[config.mk]
export PLATFORM = sky130hd
export DESIGN_NAME = deserialize_32bit
export DESIGN_NICKNAME = d
export VERILOG_FILES = /design/src/rtl/deser_pkg.sv /design/src/rtl/deser_shift_reg.sv /design/src/rtl/deserialize_32bit.sv
export SDC_FILE = /design/constraint.sdc
export NUM_CORES = 1
export LEC_CHECK = 0
export ABC_AREA = 1
export BUFFER_PORTS_ARGS = -buffer_cell sky130_fd_sc_hd__buf_2
export CAP_MARGIN = 30
export CORE_ASPECT_RATIO = 1.1
export CORE_UTILIZATION = 51
export DETAILED_ROUTE_END_ITERATION = 10
export GPL_TIMING_DRIVEN = 0
export PLACE_DENSITY = 0.86
export SLEW_MARGIN = 20
export SYNTH_ARGS = -nofsm -noshare
export SYNTH_HDL_FRONTEND = slang
export SYNTH_SLANG_ARGS = --single-unit
[constraint.sdc]
create_clock -name clk -period 1.4 [get_ports clk]
set_input_delay 0.28 -clock clk [delete_from_list [all_inputs] [get_ports clk]]
set_output_delay 0.28 -clock clk [all_outputs]
set_load 0.03 [all_outputs]
[src/rtl/deser_pkg.sv]
// deser_pkg: shared constants and state encoding for the serial-to-parallel
// word assembler.
//   WORD_W    - assembled word width (only 32 is supported)
//   FRAME_LEN - serial bits per frame (WORD_W, or WORD_W+1 with parity)
//   CNT_W     - bit counter width
//   state_t   - RECV (collecting bits) / HOLD (word presented)
// Build option: DESER_PARITY_EN appends one even-parity bit per frame.
package deser_pkg;

    localparam int WORD_W = 32;
`ifdef DESER_PARITY_EN
    localparam int FRAME_LEN = WORD_W + 1;
`else
    localparam int FRAME_LEN = WORD_W;
`endif
    localparam int CNT_W = $clog2(FRAME_LEN);

    typedef enum logic {
        RECV = 1'b0,
        HOLD = 1'b1
    } state_t;

endpackage

[src/rtl/deser_shift_reg.sv]
// deser_shift_reg: shift register with per-frame bit-order select.
// Ports:
//   clk, rst  - clock, synchronous active-high reset
//   shift_en  - shift sin in this cycle
//   first     - this shift is the first bit of a frame (latch rev now)
//   rev       - 0: bits enter at the top and move down (first bit ends at sr[0])
//               1: bits enter at the bottom and move up (first bit ends at sr[MSB])
//   sin       - serial bit
//   sr        - current register contents
//   sr_nxt    - contents after this cycle's shift (lets the top capture a
//               word whose last bit arrives this cycle)
module deser_shift_reg #(
    parameter int WORD_W = 32
) (
    input  logic              clk,
    input  logic              rst,
    input  logic              shift_en,
    input  logic              first,
    input  logic              rev,
    input  logic              sin,
    output logic [WORD_W-1:0] sr,
    output logic [WORD_W-1:0] sr_nxt
);

    logic dir_q;
    logic dir;

    // On the first bit the live rev input decides; afterwards the latched
    // copy does, so rev toggling mid-frame has no effect.
    assign dir = first ? rev : dir_q;

    always_comb begin
        sr_nxt = sr;
        if (shift_en)
            sr_nxt = dir ? {sr[WORD_W-2:0], sin} : {sin, sr[WORD_W-1:1]};
    end

    always_ff @(posedge clk) begin
        if (rst) begin
            sr    <= '0;
            dir_q <= 1'b0;
        end else begin
            sr <= sr_nxt;
            if (first)
                dir_q <= rev;
        end
    end

endmodule

[src/rtl/deserialize_32bit.sv]
// deserialize_32bit: collects a serial bit stream into 32-bit words with a
// valid/ready handshake on both sides.
// Ports:
//   clk, rst              - clock, synchronous active-high reset
//   sin, sin_valid        - serial input bit and its valid
//   sin_ready             - high while collecting (RECV)
//   rev                   - bit order, sampled on the first bit of each frame
//   out, out_valid        - assembled word, held until out_ready
//   out_ready             - consumer accepts the word
//   parity_err            - even-parity failure for the presented word
// Build option: DESER_PARITY_EN -> 33-bit frames, last bit is even parity
// (not stored); without it parity_err is tied low.
module deserialize_32bit
    import deser_pkg::*;
#(
    parameter int WORD_W = 32
) (
    input  logic              clk,
    input  logic              rst,
    input  logic              sin,
    input  logic              sin_valid,
    output logic              sin_ready,
    input  logic              rev,
    output logic [WORD_W-1:0] out,
    output logic              out_valid,
    input  logic              out_ready,
    output logic              parity_err
);

    state_t            state;
    logic [CNT_W-1:0]  cnt;
    logic              accept;
    logic              first;
    logic              last;
    logic              shift_en;
    logic [WORD_W-1:0] sr;
    logic [WORD_W-1:0] sr_nxt;

    assign sin_ready = (state == RECV);
    assign accept    = sin_valid && sin_ready;
    assign first     = accept && (cnt == '0);
    assign last      = (cnt == CNT_W'(FRAME_LEN - 1));

`ifdef DESER_PARITY_EN
    // The trailing parity bit is checked but never shifted into the word.
    assign shift_en = accept && !last;
`else
    assign shift_en = accept;
`endif

    deser_shift_reg #(.WORD_W(WORD_W)) u_sr (
        .clk      (clk),
        .rst      (rst),
        .shift_en (shift_en),
        .first    (first),
        .rev      (rev),
        .sin      (sin),
        .sr       (sr),
        .sr_nxt   (sr_nxt)
    );

    always_ff @(posedge clk) begin
        if (rst) begin
            state     <= RECV;
            cnt       <= '0;
            out       <= '0;
            out_valid <= 1'b0;
        end else begin
            case (state)
                RECV: begin
                    if (accept) begin
                        if (last) begin
                            state     <= HOLD;
                            cnt       <= '0;
                            out       <= sr_nxt;
                            out_valid <= 1'b1;
                        end else begin
                            cnt <= cnt + 1'b1;
                        end
                    end
                end
                HOLD: begin
                    // out keeps the delivered word until the next one completes
                    if (out_ready) begin
                        state     <= RECV;
                        out_valid <= 1'b0;
                    end
                end
                default: state <= RECV;
            endcase
        end
    end

`ifdef DESER_PARITY_EN
    logic par;  // running XOR of the frame's bits so far

    always_ff @(posedge clk) begin
        if (rst) begin
            par        <= 1'b0;
            parity_err <= 1'b0;
        end else if (accept) begin
            if (last) begin
                parity_err <= par ^ sin;
                par        <= 1'b0;
            end else begin
                par <= par ^ sin;
            end
        end else if (state == HOLD && out_ready) begin
            parity_err <= 1'b0;
        end
    end
`else
    assign parity_err = 1'b0;
`endif

endmodule

==> qor.csv <==
stage;metric;value;unit
run_status;status;finished, violations left;
run_status;failing checks;negative setup slack;
placed_design;DP Worst Slack;-302;ps
finish;Layout Area Growth over Synthesis;48.6;%
worst_hold_path;kind of path behind the tightest hold check;input port to flop;
route;average vias per placed instance;6.01;
finish;final antenna diode count;0;
timing;highest achievable clock rate;601;MHz
setup_path;ordered list of cells on the worst path;inv_4 -> ha_4 -> nand2_2 -> nor2_4 -> nand3_4 -> clkbuf_4 -> nand3_1 -> nand3_2 -> a21oi_1;
placed_design;final RePlAce weighted congestion;0.841;
timing;share of the clock period used by the worst path after layout;119;%
setup_path;count of buffering cells on the critical path with inverters included;2;
setup_path;largest delay contributor family on the critical path;simple AND/OR/NAND/NOR gates;
clock_network;TritonCTS clock tree;done;
grt;global route overflow;0;
timing;final worst slack;-265;ps
setup_path;type of the setup path with the least slack;flop to flop;
clock_network;# H-tree levels;3;
timing;hold slack;132;ps
route;length of the first detailed-routing pass in iterations;6;
logic_synthesis;share of the yosys chip area belonging to registers;48.7;%
finish;footprint of the multi-input gates;0.00177;mm2
grt;largest net degree at the start of global routing;12;
grt;via count of the first global-routing pass;3194;
die;core box area;0.00550;mm2
die;number of top-level pins;41;
route;DRC viols;0;
finish;total non-filler cell area in the finished layout;0.00440;mm2
logic_synthesis;Yosys reg bits;72;
power_and_ir_drop;Pleak;0.00184;uW
timing;endpoints failing hold;0;
run;max-capacitance violation count;0;
power_and_ir_drop;peak supply drop;0.923;mV
placed_design;cell area after placement;0.00330;mm2
timing;max-slew violation count;0;
finish;number of fill cells;308;
setup_path;Data required, critical path;1690;ps
placed_design;total half-perimeter wirelength after legalization and detailed placement;4330;um
grt;global-route wire length before repair;15000;um
die;initial core utilization;53.8;%
die;horizontal die dimension;74.7;um
clock_network;CTS Root Buffer Type;sky130_fd_sc_hd__clkbuf_8;
logic_synthesis;FFs w/ async S/R, synth;0;%
finish;proportion of layout cells with a drive suffix above 1;50.0;%
finish;fraction of the core area covered by cells at the end of the flow;80.0;%
clock_network;total clock buffers created by CTS;9;
route;drt total wl;10500;um
route;total vias in the final route;3360;
logic_synthesis;syn avg cell area;7.35;um2
finish;# nets final;489;
route;Post-DRT Antenna Nets;0;
clock_network;clock transition at the registers of the reported paths;70;ps
finish;sequential cell area;0.00145;mm2
placed_design;number of cells after detailed placement;516;
timing;Tmin final;1660;ps
timing;Worst Max-Slew Pin Slew;658;ps
setup_path;kind of start point of the critical path;flop;
grt;antenna violations before repair;0;
clock_network;CTS Hold Bufs;0;
logic_synthesis;number of distinct library cell variants in the gate-level netlist after synthesis;24;
logic_synthesis;Mapped Nets;412;
clock_network;maximum root-to-sink buffer count;2;
logic_synthesis;synthesized instance count;403;
logic_synthesis;cell area after synthesis;0.00296;mm2
logic_synthesis;Synth Flop Type;sky130_fd_sc_hd__dfxtp_1;
setup_path;maximum fanout encountered on the critical timing path;6;
die;number of rows in the core area;28;
setup_path;slowest stage cell, crit path;sky130_fd_sc_hd__dfxtp_4;
timing;final worst clock skew;6.88;ps
route;initial DRC count;468;
route;detailed-route wire length per cell;18.8;um
setup_path;kind of capture point of the worst setup path;flop;
setup_path;CP max stage delay;370;ps
logic_synthesis;Yosys Warn Count;0;
logic_synthesis;Post-synth EDFFs;0;
die;overall die area;0.00612;mm2
timing;Max-Slew Margin vs Limit;56.2;%
clock_network;clock latency of the later-clocked register in the worst-skew pair;360;ps
clock_network;clock sink count;72;
finish;Cell Count, Final, Fillers Out;559;
power_and_ir_drop;pwr dens;1050;mW/mm2
placed_design;Buffers on Ports;38;
setup_path;CP arrival;1960;ps
die;Die Y-Extent;81.9;um
grt;overall fraction of global-route tracks in use;33.0;%
timing;final-report setup violation count;70;
timing;setup repair after global routing missed its margin;yes;
## flip-flops by register name, indices dropped and copies added (netlist names)
register / cells
u_sr.sr: 32
out_valid: 1
cnt: 5
state: 1
out: 32
u_sr.dir_q: 1
## layout by cell type, fill, tap and decap left out, types with 2 or more instances in the layout
| master | instances |
|---|---|
| sky130_fd_sc_hd__clkbuf_8 | 15 |
| sky130_fd_sc_hd__a21oi_1 | 18 |
| sky130_fd_sc_hd__dfxtp_1 | 68 |
| sky130_fd_sc_hd__clkbuf_16 | 3 |
| sky130_fd_sc_hd__nand3_4 | 4 |
| sky130_fd_sc_hd__clkinv_2 | 4 |
| sky130_fd_sc_hd__o21ai_0 | 4 |
| sky130_fd_sc_hd__inv_4 | 3 |
| sky130_fd_sc_hd__ha_4 | 2 |
| sky130_fd_sc_hd__nand2_1 | 67 |
| sky130_fd_sc_hd__buf_4 | 15 |
| sky130_fd_sc_hd__dfxtp_4 | 2 |
| sky130_fd_sc_hd__dfxtp_2 | 2 |
| sky130_fd_sc_hd__a21oi_2 | 19 |
| sky130_fd_sc_hd__inv_1 | 37 |
| sky130_fd_sc_hd__buf_6 | 11 |
| sky130_fd_sc_hd__buf_8 | 7 |
| sky130_fd_sc_hd__o21ai_1 | 12 |
| sky130_fd_sc_hd__clkbuf_1 | 4 |
| sky130_fd_sc_hd__nand2_2 | 33 |
| sky130_fd_sc_hd__o21ai_2 | 20 |
| sky130_fd_sc_hd__inv_2 | 3 |
| sky130_fd_sc_hd__nand3_2 | 38 |
| sky130_fd_sc_hd__clkbuf_2 | 4 |
| sky130_fd_sc_hd__clkbuf_4 | 3 |
| sky130_fd_sc_hd__nor2_2 | 2 |
| sky130_fd_sc_hd__nand2_4 | 6 |
| sky130_fd_sc_hd__nand3_1 | 28 |
| sky130_fd_sc_hd__buf_2 | 41 |
## logic make-up (layout without fill, tap and decap cells)
family / Yosys count / in the layout / synth area share [%]
adder cells (fa/ha/maj): 3 / 3 / 1.27
AO/OA/AOI/OAI: 75 / 75 / 12.8
other: 1 / 1 / 0.127
flip-flops: 72 / 72 / 48.7
buffers and inverters: 72 / 151 / 10.4
AND/OR/NAND/NOR: 180 / 182 / 26.7
## cell usage after synthesis, types with 3 or more instances
cell type                  instances  share of area [%]
sky130_fd_sc_hd__ha_1              3                1.3
sky130_fd_sc_hd__dfxtp_1          72                 49
sky130_fd_sc_hd__o21ai_1          31                5.2
sky130_fd_sc_hd__nand3_1          66                 11
sky130_fd_sc_hd__nand2_1         104                 13
sky130_fd_sc_hd__inv_1            41                5.2
sky130_fd_sc_hd__buf_6             3                1.1
sky130_fd_sc_hd__nor2_1            3               0.38
sky130_fd_sc_hd__a21oi_1          37                6.3
sky130_fd_sc_hd__clkbuf_1         15                1.9
sky130_fd_sc_hd__buf_2             6                1.0
sky130_fd_sc_hd__o21ai_0           5               0.84
## cell type report
class | instances | area share [%]
Multi-Input combinational cell | 261 | 40.2
Sequential cell | 72 | 33.0
Timing Repair Buffer | 64 | 10.2
Buffer | 28 | 6.45
Inverter | 44 | 4.09
Clock buffer | 11 | 3.44
Tap cell | 75 | 2.13
Clock inverter | 4 | 0.455
## final timing paths
path	from	to	slack (ps)	depth (start not counted)
setup / recovery	cnt[0]$_SDFFE_PP0P_	u_sr.sr[8]$_SDFF_PP0_	-260	9
hold / removal	out_ready	state$_SDFF_PP0_	130	2
setup reg to reg	cnt[0]$_SDFFE_PP0P_	u_sr.sr[8]$_SDFF_PP0_	-260	9
hold reg to reg	out[17]$_SDFFE_PP0P_	out[17]$_SDFFE_PP0P_	450	2
## worst reg2reg max path, stage by stage, from the launching register on
cell and delay, ps:
sky130_fd_sc_hd__dfxtp_4 370, sky130_fd_sc_hd__inv_4 70, sky130_fd_sc_hd__ha_4 140, sky130_fd_sc_hd__nand2_2 70, sky130_fd_sc_hd__nor2_4 130, sky130_fd_sc_hd__nand3_4 190
sky130_fd_sc_hd__clkbuf_4 230, sky130_fd_sc_hd__nand3_1 140, sky130_fd_sc_hd__nand3_2 110, sky130_fd_sc_hd__a21oi_1 150
## per-layer routing
layer	GRT usage [%]	part of all wire, %
met5	0	0
met4	18.3	5.8
met3	8.34	8.4
met2	56.5	50
met1	37.0	36
## what timing repair did
item,in CTS,in global routing
gates cloned,12,1
buffers inserted,12,3
pin swaps,24,18
setup endpoints to repair,70,69
gates resized for setup,133,53
## power breakdown
part,leakage [uW],internal (uW),switching (uW)
registers,0.000586,2120,51.7
logic,0.00116,340,585
clock network,0.0000947,718,791
total,0.00184,3180,1430
## per-stage QoR
stage          TNS, ps  total power (uW)
2_1_floorplan     -140              2610
3_3_place_gp    -11050              2700
3_5_place_dp    -15690              2720
4_1_cts          -8200              4390
5_1_grt         -17710              4730
6_report        -14340              4600
Power figures use the tool's default switching activity.
